<file path="src/rtl/aes_arb_pkg.sv">
// Shared widths and FSM state encoding for the AES core arbiter.
package aes_arb_pkg;

  localparam int AES_BLK_W = 128;
  localparam int AES_KEY_W = 128;

  localparam logic [1:0] IDLE  = 2'd0;
  localparam logic [1:0] ISSUE = 2'd1;
  localparam logic [1:0] WAIT  = 2'd2;
  localparam logic [1:0] RESP  = 2'd3;

endpackage

</file>
<file path="src/rtl/aes_core_arbiter_rr_arbiter.sv">
// Combinational round-robin picker: first set request at or above ptr_i,
// wrapping modulo N. Reusable outside the AES arbiter.
module rr_arbiter #(
  parameter int N  = 4,
  parameter int IW = (N > 1) ? $clog2(N) : 1
) (
  input  logic [N-1:0]  req_i,
  input  logic [IW-1:0] ptr_i,
  output logic [N-1:0]  grant_o,
  output logic [IW-1:0] idx_o
);

  logic [IW-1:0] cand;
  logic          found;

  always_comb begin
    grant_o = '0;
    idx_o   = '0;
    found   = 1'b0;
    cand    = '0;
    for (int off = 0; off < N; off++) begin
      cand = IW'((int'(ptr_i) + off) % N);
      if (!found && req_i[cand]) begin
        found         = 1'b1;
        grant_o[cand] = 1'b1;
        idx_o         = cand;
      end
    end
  end

endmodule

</file>
<file path="src/rtl/aes_core_arbiter.sv">
// Round-robin front end sharing one AES-128 core among NUM_REQ requesters.
// Define AES_ARB_TIMEOUT_EN to add a WAIT-state watchdog of TIMEOUT_CYCLES.
module aes_core_arbiter
  import aes_arb_pkg::*;
#(
  parameter int NUM_REQ        = 4,
  parameter int TIMEOUT_CYCLES = 64
) (
  input  logic                           clk,
  input  logic                           rst,
  input  logic [NUM_REQ-1:0]             req_valid,
  output logic [NUM_REQ-1:0]             req_ready,
  input  logic [NUM_REQ*AES_KEY_W-1:0]   req_key,
  input  logic [NUM_REQ*AES_BLK_W-1:0]   req_plaintext,
  output logic [NUM_REQ-1:0]             rsp_valid,
  input  logic [NUM_REQ-1:0]             rsp_ready,
  output logic [AES_BLK_W-1:0]           rsp_ciphertext,
  output logic                           rsp_err,
  output logic                           core_start,
  output logic [AES_KEY_W-1:0]           core_key,
  output logic [AES_BLK_W-1:0]           core_plaintext,
  input  logic [AES_BLK_W-1:0]           core_ciphertext,
  input  logic                           core_valid
);

  localparam int IW = $clog2(NUM_REQ);

  if (NUM_REQ < 2 || NUM_REQ > 8 || TIMEOUT_CYCLES < 1) begin : g_param_check
    $error("aes_core_arbiter: NUM_REQ or TIMEOUT_CYCLES out of range");
  end

  logic [1:0]           state_q, state_d;
  logic [IW-1:0]        rr_ptr_q, rr_ptr_d;
  logic [IW-1:0]        gnt_q, gnt_d;
  logic [AES_KEY_W-1:0] key_q, key_d;
  logic [AES_BLK_W-1:0] pt_q, pt_d;
  logic [AES_BLK_W-1:0] ct_q, ct_d;
  logic [NUM_REQ-1:0]   arb_grant;
  logic [IW-1:0]        arb_idx;
  logic                 timeout_hit;

  rr_arbiter #(.N(NUM_REQ), .IW(IW)) u_rr (
    .req_i   (req_valid),
    .ptr_i   (rr_ptr_q),
    .grant_o (arb_grant),
    .idx_o   (arb_idx)
  );

  // Grants are offered only in IDLE, so at most one block is ever in flight.
  assign req_ready      = (state_q == IDLE && !rst) ? arb_grant : '0;
  assign core_start     = (state_q == ISSUE);
  assign rsp_valid      = (state_q == RESP) ? (NUM_REQ'(1) << gnt_q) : '0;
  assign core_key       = key_q;
  assign core_plaintext = pt_q;
  assign rsp_ciphertext = ct_q;

`ifdef AES_ARB_TIMEOUT_EN
  localparam int CW = $clog2(TIMEOUT_CYCLES + 1);

  logic [CW-1:0] wait_cnt_q, wait_cnt_d;
  logic          err_q, err_d;

  assign timeout_hit = (state_q == WAIT) && (wait_cnt_q >= CW'(TIMEOUT_CYCLES));
  assign rsp_err     = err_q;

  // Counter sits at zero outside WAIT so every WAIT visit starts fresh.
  always_comb begin
    wait_cnt_d = '0;
    err_d      = err_q;
    if (state_q == WAIT) begin
      wait_cnt_d = wait_cnt_q + CW'(1);
      if (core_valid) begin
        err_d = 1'b0;
      end else if (timeout_hit) begin
        err_d = 1'b1;
      end
    end
  end

  always_ff @(posedge clk) begin
    if (rst) begin
      wait_cnt_q <= '0;
      err_q      <= 1'b0;
    end else begin
      wait_cnt_q <= wait_cnt_d;
      err_q      <= err_d;
    end
  end
`else
  assign timeout_hit = 1'b0;
  assign rsp_err     = 1'b0;
`endif

  always_comb begin
    state_d  = state_q;
    rr_ptr_d = rr_ptr_q;
    gnt_d    = gnt_q;
    key_d    = key_q;
    pt_d     = pt_q;
    ct_d     = ct_q;
    case (state_q)
      IDLE: begin
        if (|(req_valid & req_ready)) begin
          gnt_d   = arb_idx;
          key_d   = req_key[int'(arb_idx)*AES_KEY_W +: AES_KEY_W];
          pt_d    = req_plaintext[int'(arb_idx)*AES_BLK_W +: AES_BLK_W];
          state_d = ISSUE;
        end
      end
      ISSUE: state_d = WAIT;
      WAIT: begin
        // A real result beats a timeout landing in the same cycle.
        if (core_valid) begin
          ct_d    = core_ciphertext;
          state_d = RESP;
        end else if (timeout_hit) begin
          ct_d    = '0;
          state_d = RESP;
        end
      end
      RESP: begin
        if (rsp_ready[gnt_q]) begin
          rr_ptr_d = (gnt_q == IW'(NUM_REQ - 1)) ? '0 : gnt_q + IW'(1);
          state_d  = IDLE;
        end
      end
      default: state_d = IDLE;
    endcase
  end

  always_ff @(posedge clk) begin
    if (rst) begin
      state_q  <= IDLE;
      rr_ptr_q <= '0;
      gnt_q    <= '0;
      key_q    <= '0;
      pt_q     <= '0;
      ct_q     <= '0;
    end else begin
      state_q  <= state_d;
      rr_ptr_q <= rr_ptr_d;
      gnt_q    <= gnt_d;
      key_q    <= key_d;
      pt_q     <= pt_d;
      ct_q     <= ct_d;
    end
  end

endmodule

</file>
<file path="config.mk">
export PLATFORM = sky130hd
export DESIGN_NAME = aes_core_arbiter
export DESIGN_NICKNAME = d
export VERILOG_FILES = /design/src/rtl/aes_arb_pkg.sv /design/src/rtl/aes_core_arbiter_rr_arbiter.sv /design/src/rtl/aes_core_arbiter.sv
export SDC_FILE = /design/constraint.sdc
export NUM_CORES = 1
export LEC_CHECK = 0
export ABC_AREA = 1
export BUFFER_PORTS_ARGS = -buffer_cell sky130_fd_sc_hd__buf_2
export CAP_MARGIN = 20
export CORE_AREA = 2 2 603 605
export CTS_BUF_LIST = sky130_fd_sc_hd__clkbuf_4 sky130_fd_sc_hd__clkbuf_8 sky130_fd_sc_hd__clkbuf_16
export DETAILED_ROUTE_END_ITERATION = 16
export DIE_AREA = 0 0 605 607
export PLACE_DENSITY_LB_ADDON = 0.3
export SYNTH_ARGS = -nofsm -noshare
export SYNTH_HDL_FRONTEND = slang
export SYNTH_HIERARCHICAL = 1
export SYNTH_SLANG_ARGS = --single-unit
export TNS_END_PERCENT = 1
</file>
<file path="constraint.sdc">
create_clock -name clk -period 4.8 [get_ports clk]
set_input_delay 0.72 -clock clk [delete_from_list [all_inputs] [get_ports clk]]
set_output_delay 0.72 -clock clk [all_outputs]
set_load 0.02 [all_outputs]
</file>
==> flow_metrics.env <==
export IMPL_yosys_area_share_simple=0.289
export IMPL_io_buffers=1555
export IMPL_r2r_start="rr_ptr_q[0]$_SDFFE_PP0P_"
export IMPL_grt_overflow=0
export IMPL_setup_tns_ns=0
export IMPL_htreeDepth=3
export IMPL_cts_tree="built"
export IMPL_placed_cell_area_um2=35000
export IMPL_yosys_area_share_xor_xnor=0
export IMPL_postSynthAreaPerCell_um2=6.12
export IMPL_ys_ff_latch=390
export IMPL_ant_nets=0
export IMPL_critPathSlowestCell="dfxtp_1"
export IMPL_stdcell_area_um2=37800
export IMPL_cp_required_ns=5.47
export IMPL_cts_setup_buffers=0
export IMPL_drive_above_1_share=0.357
export IMPL_fmax_mhz=248
export IMPL_cp_end_kind="flop"
export IMPL_p_total_w=0.0220
export IMPL_fp_dieH_um=607
export IMPL_startpoint_type="flop"
export IMPL_synth_fa_ha_area_frac=0.00809
export IMPL_yosys_warnings=6
export IMPL_synth_edf_count=0
export IMPL_cts_resized=0
export IMPL_synth_common_cells="1550 x nor2_1, 693 x o21ai_0, 464 x o21ai_1"
export IMPL_dp_cells=9667
export IMPL_crit_chain="inv_6, ha_1, inv_1, nand3_1, nand2_1, nand3_1, nor2_1, nor2_1, nor2_4, buf_12, inv_16, buf_12, o21ai_0, buf_4, o21ai_1, o21ai_0, nor2_1"
export IMPL_place_congestion=0.962
export IMPL_postCtsHoldBufs=0
export IMPL_netlist_instances=3534
export IMPL_path_delay_family="buffers and inverters"
export IMPL_synth_ff_type="dfxtp_1"
export IMPL_worstSkewPairLatency_ns=0.78
export IMPL_period_share=0.841
export IMPL_drc=0
export IMPL_slew_headroom=0.228
export IMPL_status="finished, final reports clean"
export IMPL_dp_hpwl_mm=277
export IMPL_num_nets_final=6125
export IMPL_dr_first_iter_drc_count=2808
export IMPL_stdcell_count=9945
export IMPL_hold_path_startpoint="core_ciphertext[40]"
export IMPL_seq_area_frac_synth=0.361
export IMPL_cp_common_cell="nor2_1"
export IMPL_drv_slew=0
export IMPL_cp_startpoint="rr_ptr_q[0]$_SDFFE_PP0P_"
export IMPL_syn2layout_area_growth_pct=74.6
export IMPL_viasPerCell=3.31
export IMPL_die_area_um2=367000
export IMPL_critPathMaxStageDelay_ns=0.67
export IMPL_arrival_ns=4.71
export IMPL_synth_compound_gate_area_share=0.272
export IMPL_fp_dieW_um=605
export IMPL_syn_nets=4711
export IMPL_grt_pass1_wl_mm=381
export IMPL_synth_top_family_by_area="simple AND/OR/NAND/NOR gates"
export IMPL_track_usage=0.166
export IMPL_cts_clk_slew_worst_paths_ns=0.06
export IMPL_muxShareOfSynthArea=0
export IMPL_ios=1557
export IMPL_min_path_type="in2reg"
export IMPL_wl_mm=318
export IMPL_cts_buffers=73
export IMPL_coreArea_um2=361000
export IMPL_grt_pass1_vias=30000
export IMPL_firstDrtPassIters=5
export IMPL_worst_pin_slew_ns=1.16
export IMPL_synth_cell_types=29
export IMPL_worstSetupPathType="reg2reg"
export IMPL_clockRootBuffer="clkbuf_16"
export IMPL_clk_path_buf_depth=4
export IMPL_rsz0062_at_grt="false"
export IMPL_clock_sinks=390
export IMPL_synth_most_common_cell="nor2_1"
export IMPL_synth_top_area_share=0.361
export IMPL_synthTopCellsByArea="dfxtp_1 36%, nor2_1 27%, o21ai_0 16%"
export IMPL_finalHoldViolCount=0
export IMPL_cp_buffers_inverters=6
export IMPL_yosys_area_top_type="dfxtp_1"
export IMPL_setup_viol=0
export IMPL_p_per_area_nw_per_um2=583
export IMPL_start_util=0.0600
export IMPL_drv_cap=0
export IMPL_synth_area_um2=21600
export IMPL_synthArstFlopShare=0
export IMPL_via_count=32900
export IMPL_wl_per_cell_um=31.9
export IMPL_skew_ns=0.0436
export IMPL_num_rows=221
export IMPL_min_period_ns=4.04
export IMPL_vdd_drop_max_uv=220
export IMPL_fin_util=0.105
export IMPL_path_max_fanout=94
export IMPL_p_leak_nw=15.9
export IMPL_grt_max_degree=129
export IMPL_antenna_found_initial=469
==> cells by family (layout without fill, tap and decap cells) <==
kind of cell,count (synthesis),count (layout)
simple gates,1627,1627
compound gates,1173,1173
flops,390,390
buf+inv,329,1795
fa+ha+maj,14,14
other cells,1,152
==> layout make-up <==
type	count	area, um2
diodes	151	378
clock buffers	98	2090
clock inverters	29	290
fillers	42900	323000
inverters	30	168
multi-input cells	2815	12300
flip-flops and latches	390	7810
well taps	4794	6000
repair buffers	1638	8720
==> worst paths after layout <==
kind                                          end  slack [ns]  depth (start not counted)
setup reg to reg       core_key[107]$_SDFFE_PP0P_        0.76                         17
hold reg to reg         core_key[29]$_SDFFE_PP0P_        0.47                          2
setup / recovery       core_key[107]$_SDFFE_PP0P_        0.76                         17
hold / removal    rsp_ciphertext[40]$_SDFFE_PP0P_        0.19                          3
==> report_power, final <==
| part | internal [W] | switching [W] |
|---|---|---|
| sequential | 0.00412 | 0.000539 |
| combinational | 0.00326 | 0.00855 |
| clock | 0.00328 | 0.00229 |
==> layer usage <==
layer,up-vias,track usage,wire length (um)
met2,2054,0.263,141000
met4,266,0.0470,11700
li1,14600,-,-
met1,15100,0.181,116000
met5,-,0,1740
met3,883,0.105,47400
==> worst min-delay path, stage by stage <==
cell and delay [ns]:
buf_2 0.07, o21ai_0 0.07, nor2_1 0.07
==> cells in the final DEF (no fill, tap or decap), types with 3 or more instances in the layout <==
cell type / n
a21oi_1: 12
nand3_1: 27
nor2_1: 1549
clkbuf_16: 74
nand2_4: 3
inv_6: 6
inv_1: 23
clkbuf_8: 10
dfxtp_1: 390
buf_4: 58
nand4_1: 5
nand2_1: 33
buf_12: 25
o21ai_0: 693
clkinv_4: 3
clkinvlp_4: 3
clkinv_2: 14
ha_1: 14
a21boi_0: 4
diode_2: 151
o21ai_1: 464
buf_2: 1555
bufinv_16: 4
clkbuf_4: 14
==> flip-flops by register name (all words and copies together) (netlist names) <==
| signal | flops |
|---|---|
| state_q | 2 |
| gnt_q | 2 |
| core_plaintext | 128 |
| core_key | 128 |
| rsp_ciphertext | 128 |
| rr_ptr_q | 2 |
==> per-stage QoR <==
stage / worst slack (ns) / hold slack (ns)
5_1_grt: 0.401 / 0.155
3_3_place_gp: 0.447 / 0.460
3_5_place_dp: 0.504 / 0.466
4_1_cts: 0.491 / 0.0921
2_1_floorplan: 2.03 / 0.496
6_report: 0.762 / 0.192
Power figures use the tool's default switching activity.
